===== src/rtl/bit32_adder_pkg.sv =====
// bit32_adder_pkg: shared widths for the 32-bit adder and its 4-bit lookahead groups
package bit32_adder_pkg;
    localparam int ADD_W = 32;
    localparam int GRP_W = 4;
    localparam int N_GRP = ADD_W / GRP_W;
endpackage


===== src/rtl/bit32_adder_cla4.sv =====
// bit32_adder_cla4: combinational 4-bit carry-lookahead group with group generate/propagate
module bit32_adder_cla4
    import bit32_adder_pkg::*;
(
    input  logic [GRP_W:1] a,
    input  logic [GRP_W:1] b,
    input  logic           ci,
    output logic [GRP_W:1] s,
    output logic           co,
    output logic           g,
    output logic           p
);
    logic [GRP_W:1] gb;
    logic [GRP_W:1] pb;
    logic [GRP_W-1:0] c;
    assign gb = a & b;
    assign pb = a ^ b;
    // c[k] is the carry into bit k+1; every term is a flat sum of products
    assign c[0] = ci;
    assign c[1] = gb[1] | (pb[1] & ci);
    assign c[2] = gb[2] | (pb[2] & gb[1]) | ((&pb[2:1]) & ci);
    assign c[3] = gb[3] | (pb[3] & gb[2]) | ((&pb[3:2]) & gb[1]) | ((&pb[3:1]) & ci);
    assign g    = gb[4] | (pb[4] & gb[3]) | ((&pb[4:3]) & gb[2]) | ((&pb[4:2]) & gb[1]);
    assign p    = &pb;
    assign co   = g | (p & ci);
    assign s    = pb ^ c;
endmodule


===== src/rtl/bit32_adder.sv =====
// bit32_adder: registered 32-bit add with carry-in/out built from rippled 4-bit lookahead groups
module bit32_adder
    import bit32_adder_pkg::*;
(
    input  logic             clk,
    input  logic             rst,
    input  logic [ADD_W:1]   a,
    input  logic [ADD_W:1]   b,
    input  logic             cin,
    output logic [ADD_W:1]   sum,
    output logic             cout
);
    logic [N_GRP:0] gc;
    logic [N_GRP:1] gg;
    logic [N_GRP:1] gp;
    logic [ADD_W:1] sum_d;
    logic [ADD_W:1] sum_q;
    logic           cout_q;
    logic           unused_gp;
    assign gc[0] = cin;
    // group g/p are reserved for a second lookahead level
    assign unused_gp = ^{gg, gp};
    for (genvar i = 1; i <= N_GRP; i++) begin : g_grp
        bit32_adder_cla4 u_cla4 (
            .a  (a[i*GRP_W -: GRP_W]),
            .b  (b[i*GRP_W -: GRP_W]),
            .ci (gc[i-1]),
            .s  (sum_d[i*GRP_W -: GRP_W]),
            .co (gc[i]),
            .g  (gg[i]),
            .p  (gp[i])
        );
    end
    always_ff @(posedge clk or posedge rst) begin
        if (rst) begin
            sum_q  <= '0;
            cout_q <= 1'b0;
        end else begin
            sum_q  <= sum_d;
            cout_q <= gc[N_GRP];
        end
    end
    assign sum  = sum_q;
    assign cout = cout_q;
endmodule


===== config.mk =====
export PLATFORM = sky130hd
export DESIGN_NAME = bit32_adder
export DESIGN_NICKNAME = d
export VERILOG_FILES = /design/src/rtl/bit32_adder_pkg.sv /design/src/rtl/bit32_adder_cla4.sv /design/src/rtl/bit32_adder.sv
export SDC_FILE = /design/constraint.sdc
export NUM_CORES = 1
export LEC_CHECK = 0
export CAP_MARGIN = 20
export CORE_MARGIN = 3
export CORE_UTILIZATION = 46
export DETAILED_ROUTE_END_ITERATION = 10
export PLACE_DENSITY = 0.87
export SLEW_MARGIN = 20
export SYNTH_ARGS = -nofsm -noshare
export SYNTH_HDL_FRONTEND = slang
export SYNTH_SLANG_ARGS = --single-unit

===== constraint.sdc =====
create_clock -name clk -period 1.9 [get_ports clk]
set_input_delay 0.285 -clock clk [delete_from_list [all_inputs] [get_ports clk]]
set_output_delay 0.285 -clock clk [all_outputs]
set_load 0.05 [all_outputs]

Word level (Yosys, flattened, before mapping)
Cells that the tools add are included.
{ "totals": {"regBits": 33, "elab_cells": 234, "out_inout_bits": 33} }
{ "op_classes": {"n_bitwise": 184, "reduce_logical": 48} }
{ "ops": {"columns": ["operator", "count"], "rows": [
  ["$and A1 B1 Y1", 80],
  ["$or A1 B1 Y1", 80],
  ["$xor A4 B4 Y4", 16],
  ["$reduce_and A2 Y1", 24],
  ["$reduce_and A3 Y1", 16],
  ["$and A4 B4 Y4", 8],
  ["$reduce_and A4 Y1", 8]
]} }

Longest topological paths before layout
Gate-level depths: netlist of run 1.
{ "logic_depth": {"ltp_word": 21, "mapped_depth": 9} }

Hierarchy
Synthesis of run 1 repeated with hierarchy kept, for this count alone.
{ "unflattened": {"cells_unflattened": 190, "hier_area_um2": 2250.9} }
{ "modules_own_cells": {"columns": ["module", "area_per_inst_um2", "instances", "cells_each"], "rows": [
  ["bit32_adder", 829.5, 1, 34],
  ["bit32_adder_cla4 at g_grp[4].u_cla4 ...", 167.7, 3, 18],
  ["bit32_adder_cla4 at g_grp[1].u_cla4 ...", 186.4, 2, 22],
  ["bit32_adder_cla4 at g_grp[3].u_cla4", 193.9, 1, 22],
  ["bit32_adder_cla4 at g_grp[8].u_cla4", 180.2, 1, 18],
  ["bit32_adder_cla4 at g_grp[5].u_cla4", 171.4, 1, 18]
]} }

Worst setup path after synthesis of run 1
No wires, ideal clock.
{ "synth_timing": {"kind": "input-to-reg", "start": "in a[4] (netlist bit)", "end": "reg sum_q, in the netlist sum[30]", "required_ns": 1.773, "arrival_time_ns": 2.353, "setup_slack_ns": -0.580, "stages": 8, "setup_time_ns": 0.127, "path_cell_list": "ha_1 and2_4 a221oi_4 a2111oi_4 o31a_2 a21o_2 fa_1 xor2_1"} }
{ "synth_between": {"elab_chain_cells": 21} }
{ "synth_rtl": {"columns": ["element", "line", "rtl"], "rows": [
  ["from (decl)", "bit32_adder.sv:7", "input logic [ADD_W:1] a,"],
  ["$xor A4 B4 Y4", "bit32_adder_cla4.sv:17", "assign pb = a ^ b;"],
  ["$and A1 B1 Y1 or $reduce_and A2 Y1 (tied branches)", "bit32_adder_cla4.sv:23", "assign g = gb[4] | (pb[4] & gb[3]) | ((&pb[4:3]) & gb[2]) | ((&pb[4:2]) & gb[1]);"],
  ["$or A1 B1 Y1 or $and A1 B1 Y1 (tied branches)", "bit32_adder_cla4.sv:23", null],
  ["$or A1 B1 Y1 (2 in series)", "bit32_adder_cla4.sv:23", null],
  ["$or A1 B1 Y1 *", "bit32_adder_cla4.sv:25", "assign co = g | (p & ci);"],
  ["$and A1 B1 Y1 *", "bit32_adder_cla4.sv:25", null],
  ["$or A1 B1 Y1 *", "bit32_adder_cla4.sv:25", null],
  ["$and A1 B1 Y1 *", "bit32_adder_cla4.sv:25", null],
  ["[... 5 more ...]", null, null],
  ["$and A1 B1 Y1 *", "bit32_adder_cla4.sv:25", null],
  ["$or A1 B1 Y1 *", "bit32_adder_cla4.sv:25", null],
  ["$and A1 B1 Y1 *", "bit32_adder_cla4.sv:25", null],
  ["$or A1 B1 Y1 *", "bit32_adder_cla4.sv:25", null],
  ["$and A1 B1 Y1 *", "bit32_adder_cla4.sv:20", "assign c[1] = gb[1] | (pb[1] & ci);"],
  ["$or A1 B1 Y1 *", "bit32_adder_cla4.sv:20", null],
  ["$xor A4 B4 Y4 *", "bit32_adder_cla4.sv:26", "assign s = pb ^ c;"],
  ["via g_grp[8].u_cla4.s, one bit", "bit32_adder_cla4.sv:8", "output logic [GRP_W:1] s,"],
  ["to (signal assigned)", "bit32_adder.sv:39", "sum_q <= sum_d;"],
  ["to (decl)", "bit32_adder.sv:17", "logic [ADD_W:1] sum_q;"]
]} }
Mark *: on every way through the listed nets, which the timed path passes. The rest lies on a longest branch.

Final worst setup path of run 1
{ "layout_timing": {"start": "in b[4] (netlist bit)", "end": "reg sum_q, in the netlist sum[26]"} }
{ "layout_between": {"elab_chain_cells": 19} }
{ "layout_rtl": {"columns": ["element", "line", "rtl"], "rows": [
  ["from (decl)", "bit32_adder.sv:8", "input logic [ADD_W:1] b,"],
  ["$xor A4 B4 Y4", "bit32_adder_cla4.sv:17", null],
  ["$and A1 B1 Y1 or $reduce_and A2 Y1 (tied branches)", "bit32_adder_cla4.sv:23", null],
  ["$or A1 B1 Y1 or $and A1 B1 Y1 (tied branches)", "bit32_adder_cla4.sv:23", null],
  ["$or A1 B1 Y1 (2 in series)", "bit32_adder_cla4.sv:23", null],
  ["$or A1 B1 Y1 *", "bit32_adder_cla4.sv:25", null],
  ["$and A1 B1 Y1 *", "bit32_adder_cla4.sv:25", null],
  ["$or A1 B1 Y1 *", "bit32_adder_cla4.sv:25", null],
  ["$and A1 B1 Y1 *", "bit32_adder_cla4.sv:25", null],
  ["[... 3 more ...]", null, null],
  ["$and A1 B1 Y1 *", "bit32_adder_cla4.sv:25", null],
  ["$or A1 B1 Y1 *", "bit32_adder_cla4.sv:25", null],
  ["$and A1 B1 Y1 *", "bit32_adder_cla4.sv:25", null],
  ["$or A1 B1 Y1 *", "bit32_adder_cla4.sv:25", null],
  ["$and A1 B1 Y1 *", "bit32_adder_cla4.sv:20", null],
  ["$or A1 B1 Y1 *", "bit32_adder_cla4.sv:20", null],
  ["$xor A4 B4 Y4 *", "bit32_adder_cla4.sv:26", null],
  ["via g_grp[7].u_cla4.s, one bit", "bit32_adder_cla4.sv:8", null]
]} }
Marked as above.

==> results of run 1 <==
## sequential cells by signal (all words and copies together), names as in the netlist
register	count
sum	32
cout	1
## cell type report
cell class	count	area (µm²)	area share, %
clock buffers	8	80.1	1.86
multi-input cells	148	1780	41.5
inverters	12	45.0	1.05
flip-flops and latches	33	826	19.2
repair buffers	171	1480	34.5
well taps	65	81.3	1.89
## timing repair
action | in CTS | in global routing
buffers inserted | 19 | 10
gates resized for setup | 158 | 30
pin swaps | 62 | 31
setup endpoints to repair | 29 | 25
## final timing paths
check / slack [ns] / cells after the start / to / start
max in group asynchronous: 1.17 / 3 / sum[23] / rst
worst max-delay path: -0.53 / 11 / sum[26] / b[4]
worst min-delay path: 0.31 / 2 / sum[9] / b[9]
min in group asynchronous: 0.41 / 3 / sum[20] / rst
## power groups by stage
stage          Combinational, µW  Sequential [µW]  Clock (µW)
3_3_place_gp                1630              899           0
3_5_place_dp                1670              904           0
5_1_grt                     2090              927         568
6_report                    2020              920         536
2_1_floorplan                438             1450           0
4_1_cts                     1790              891         498
## synthesized netlist by cell type, types with 4 or more instances
cell type  count
a21o_2         4
xor2_1        12
nand4_1        4
a21o_1         5
xnor2_1       11
ha_1          32
nand2_1       10
o21a_1         4
fa_1           8
dfrtp_1       33
nor2_1         6
inv_1         12
o21ai_0        4
a21oi_1       14
## layer usage
metal | wire [µm] | global-route usage, % | share of wire [%]
met5 | 0 | 0 | 0
met4 | 1080 | 20.4 | 8.8
met3 | 1240 | 9.37 | 10
met2 | 5910 | 57.0 | 48
met1 | 4020 | 34.5 | 33
## through the flow
step	power [µW]	utilization, %	hold slack, ns	worst slack (ns)
4_1_cts	3180	92.6	0.281	-0.301
5_1_grt	3590	94.7	0.302	-0.576
3_5_place_dp	2570	84.5	0.710	-0.956
3_3_place_gp	2530	84.5	0.704	-0.926
2_1_floorplan	1890	-	0.414	-0.381
6_report	3480	94.7	0.308	-0.530
## kinds of logic (layout without fill, tap and decap cells)
kind of cell / count (synthesis) / after routing / share of synthesized area, %
AO/OA/AOI/OAI: 51 / 51 / 18.9
adder cells (fa/ha/maj): 40 / 40 / 25.0
AND/OR/NAND/NOR: 34 / 34 / 8.36
flip-flops: 33 / 33 / 36.8
XOR/XNOR: 23 / 23 / 8.97
buffers and inverters: 12 / 191 / 2.01
==> flow_summary.json, run 1 <==
{
  "drc": 0,
  "cp_top_family": "compound AO/OA/AOI/OAI gates",
  "synth.distinct_cells": 40,
  "final_common_cell": "buf_4",
  "place_area_um2": 3830,
  "synth_edf_count": 0,
  "hold_viol": 0,
  "worst_slack_ns": -0.530,
  "vias": 2684,
  "synth_area_leaders": "dfrtp_1 37%, ha_1 18%, fa_1 7.1%",
  "numCtsBuffers": 5,
  "p_leak_uw": 0.00191,
  "drive_above_1_share_pct": 46.5,
  "ys_seq_area_share_pct": 36.8,
  "crit_chain": "buf_8 > ha_4 > and2_4 > a221oi_4 > a2111oi_4 > buf_4 > o31a_4 > a21boi_4 > inv_2 > fa_2 > xor2_1",
  "slew_headroom_pct": 62.0,
  "syn_nets": 300,
  "dp_cells": 405,
  "start_util_pct": 49.5,
  "synth_area_um2": 2250,
  "grt_pass1_wl_um": 13400,
  "area_growth_pct": 91.3,
  "p_switching_uw": 1540,
  "drt_iter0_markers": 254,
  "drv_slew": 0,
  "fp.dieW_um": 75.9,
  "via_per_inst": 6.14,
  "p_int_uw": 1940,
  "die_area_um2": 5760,
  "cts_tree": "built",
  "cp-end-kind": "flip-flop",
  "failed_checks": "negative setup slack",
  "firstDrtPassIters": 4,
  "synth-main-ff-cell": "dfrtp_1",
  "fin_crit_sh_pct": 128,
  "syn_area_per_cell_um2": 11.6,
  "drtAntennaViolNets": 0,
  "fmax_ghz": 0.411,
  "final_cell_mix": "68 x buf_4, 58 x clkdlybuf4s50_1, 33 x dfrtp_1",
  "power_frac_seq_pct": 26.4,
  "clk_pin_slew_worst_paths_ns": 0.07,
  "p_clk_share_pct": 15.4,
  "dp_hpwl_um": 5050,
  "stdcell_count": 437,
  "pin_count": 100,
  "wirelength_um": 12200,
  "portBuffers": 99,
  "grt_util_all_layers_pct": 32.8,
  "tightestPinTransition_ns": 0.568,
  "die_y_um": 75.9,
  "setup_viol": 25,
  "num-fill-cells": 107,
  "crit_arrival_ns": 2.60,
  "period_needed_ns": 2.43,
  "powerDensity_nw_per_um2": 810,
  "path_buf_inv": 3,
  "synth_cells": 193,
  "postCtsHoldBufs": 0,
  "critical-path-max-stage-delay_ns": 0.38,
  "critPathKind": "primary input to flip-flop",
  "clock_sinks": 33,
  "grt_overflow_total": 0,
  "rsz0062_at_grt": "yes",
  "hp-class": "primary input to flip-flop",
  "ys_ff_latch": 33,
  "swShare_pct": 44.2,
  "required_ns": 2.07,
  "grt_pass1_vias": 2604,
  "clockBufferDepth": 2,
  "peakVddDrop_mv": 0.492,
  "core_area_um2": 4530,
  "synth.top_cell.area_share_pct": 36.8,
  "place_congestion": 0.808,
  "grt_max_degree": 34,
  "drv_cap": 0,
  "pwr-share-comb_pct": 58.2,
  "status": "complete, but fails checks",
  "fin_tns_setup_ns": -7.82,
  "async_flop_share_pct": 100,
  "cts_root_buf": "clkbuf_8",
  "wire_per_inst_um": 28.0,
  "antenna_found_initial": 0,
  "final_cell_area_um2": 4300,
  "yosysWarnings": 0,
  "final_nets": 478,
  "diodes": 0,
  "htreeDepth": 2,
  "worstPathMaxFanout": 4,
  "core.rowCount": 24,
  "startpoint_type": "primary input",
  "slowest_stage": "fa_2",
  "netlist.top_cell.by_area": "dfrtp_1"
}
(Power assumes the default switching activity.)
==> inputs of run 2 (changes only) <==
SLEW_MARGIN = 0   (was 20)
==> results of run 2 <==
No change in the layout: final DEF, timing and power equal those of run 1.
==> inputs of run 3 (changes only) <==
SYNTH_HIERARCHICAL = 1   (was not set)
==> run 3 against run 2 <==
Net effect:
- the run still ends with negative setup slack left
- area after synthesis is 8.0% lower
- wire length is 31% lower
- critical path depth is 14 higher
- clock-buffer cell count decreased by 1
- global-route usage is 3.2 points lower
- sequential cell count unchanged
- non-clock buffer count down 16
- largest cell class is now buffers
- highest routed layer unchanged
==> flow_summary.json, run 3 <==
{
  "status": "complete, but fails checks",
  "failed_checks": "negative setup slack",
  "critPathKind": "primary input to flip-flop",
  "syn_area_per_cell_um2": 12.4,
  "num-fill-cells": 154,
  "final_cell_mix": "90 x clkdlybuf4s50_1, 49 x buf_4, 33 x dfrtp_1",
  "clk_pin_slew_worst_paths_ns": 0.07,
  "final_nets": 435,
  "period_needed_ns": 4.11,
  "wire_per_inst_um": 22.2,
  "finalPower_uw": 3210,
  "drc": 0,
  "drtAntennaViolNets": 0,
  "via_per_inst": 5.55,
  "pre_cts_ws_ns": -2.61,
  "hold_viol": 0,
  "cts_root_buf": "clkbuf_8",
  "startpoint_type": "primary input",
  "worst_slack_ns": -2.21,
  "fin_util_pct": 90.0,
  "vias": 2099,
  "largest_reg_flops": 32,
  "drv_cap": 0,
  "powerDensity_nw_per_um2": 856,
  "peakVddDrop_mv": 0.482,
  "antenna_found_initial": 0,
  "clock_sinks": 33,
  "drt_iter0_markers": 74,
  "setup_viol": 25,
  "fp.dieW_um": 73.0,
  "core.rowCount": 23,
  "numCtsBuffers": 5,
  "clockBufferDepth": 2,
  "required_ns": 2.08,
  "fin_crit_sh_pct": 216,
  "p_leak_uw": 0.00180,
  "final_common_cell": "clkdlybuf4s50_1",
  "use_met3_pct": 7.99,
  "dp_hpwl_um": 4840,
  "grt_busiest_layer": "met2",
  "start_util_pct": 49.5,
  "pin_count": 100,
  "grt_overflow_total": 0,
  "die_area_um2": 5330,
  "grt_use_met2_pct": 54.6,
  "rsz0062_at_grt": "yes",
  "drv_slew": 0,
  "drive_above_1_share_pct": 32.6,
  "diodes": 0,
  "slew_headroom_pct": 62.0,
  "worstPathMaxFanout": 3,
  "crit_arrival_ns": 4.29,
  "tightestPinTransition_ns": 0.568,
  "yosysWarnings": 6,
  "place_congestion": 0.849,
  "area_growth_pct": 81.8,
  "firstDrtPassIters": 4,
  "cp-end-kind": "flip-flop",
  "wirelength_um": 8410,
  "htreeDepth": 2,
  "globalRouteMet1Util_pct": 29.2,
  "die_y_um": 73.0,
  "portBuffers": 99,
  "grt_pass1_wl_um": 11400,
  "synth_cells": 166,
  "syn_nets": 273,
  "core_area_um2": 4170,
  "grt_pass1_vias": 2242,
  "grt_max_degree": 29,
  "grt_util_all_layers_pct": 29.5,
  "fmax_ghz": 0.243,
  "hp-class": "primary input to async pin",
  "synth_area_um2": 2070,
  "cts_tree": "built"
}
-- run 3: worst max path at each step --
stage | from | endpoint | slack [ns] | cells past startpoint
6_report | a[3] | sum[30] | -2.21 | 25
4_1_cts | b[1] | sum[30] | -2.10 | 25
5_1_grt | a[3] | sum[30] | -2.31 | 25
3_5_place_dp | a[1] | sum[30] | -2.61 | 25
2_1_floorplan | a[1] | sum[30] | -1.92 | 24
3_3_place_gp | a[1] | sum[30] | -2.43 | 25
-- run 3: critical path, stage by stage --
cell and delay [ns]:
buf_6 0.10, ha_4 0.23, a41oi_2 0.22, o21ai_2 0.11
a21o_1 0.19, a41oi_2 0.14, o21ai_2 0.08, a21o_1 0.18
a41oi_2 0.21, o21ai_2 0.08, a21o_1 0.19, nand4_1 0.13
nand3_2 0.12, a21o_1 0.21, nand4_1 0.12, nand3_2 0.11
a21o_1 0.21, nand4_1 0.13, nand3_2 0.10, a21o_1 0.19
nand4_1 0.09, nand3_2 0.11, a21o_1 0.22, fa_2 0.37
xor2_1 0.14
-- run 3: repair_timing --
item                                   CTS  global route
endpoints found under the hold margin    0             0
pin swaps                               37            29
gates resized for setup                 44             8
gates cloned                             0             0
buffers inserted                        10            12
hold buffers                             0             0
setup endpoints to repair               25            25
-- run 3: area by class of cell --
cell class / count / area, µm² / share of cell area, %
clock buffers: 7 / 86.3 / 2.30
repair buffers: 155 / 1440 / 38.4
flip-flops and latches: 33 / 826 / 22.0
inverters: 17 / 63.8 / 1.70
multi-input cells: 116 / 1270 / 33.9
well taps: 50 / 62.6 / 1.67
-- run 3: metal layers --
| layer | vias up | wire (µm) |
|---|---|---|
| met1 | 1007 | 2710 |
| met5 | - | 0 |
| met4 | 0 | 659 |
| li1 | 904 | - |
| met2 | 137 | 4400 |
| met3 | 51 | 636 |
-- run 3: report_power, final --
group | internal [µW] | switching, µW
combinational | 735 | 1020
sequential | 850 | 51.5
clock | 288 | 274
-- run 3: per-stage QoR --
step,area (µm²),hold slack [ns],setup TNS [ns],std cells
floorplan,2130,0.414,-24.65,166
global placement,3490,0.561,-40.55,354
detailed placement,3490,0.561,-44.58,354
CTS,3650,0.258,-29.86,368
global route,3760,0.286,-34.84,378
finish,3760,0.261,-32.40,378
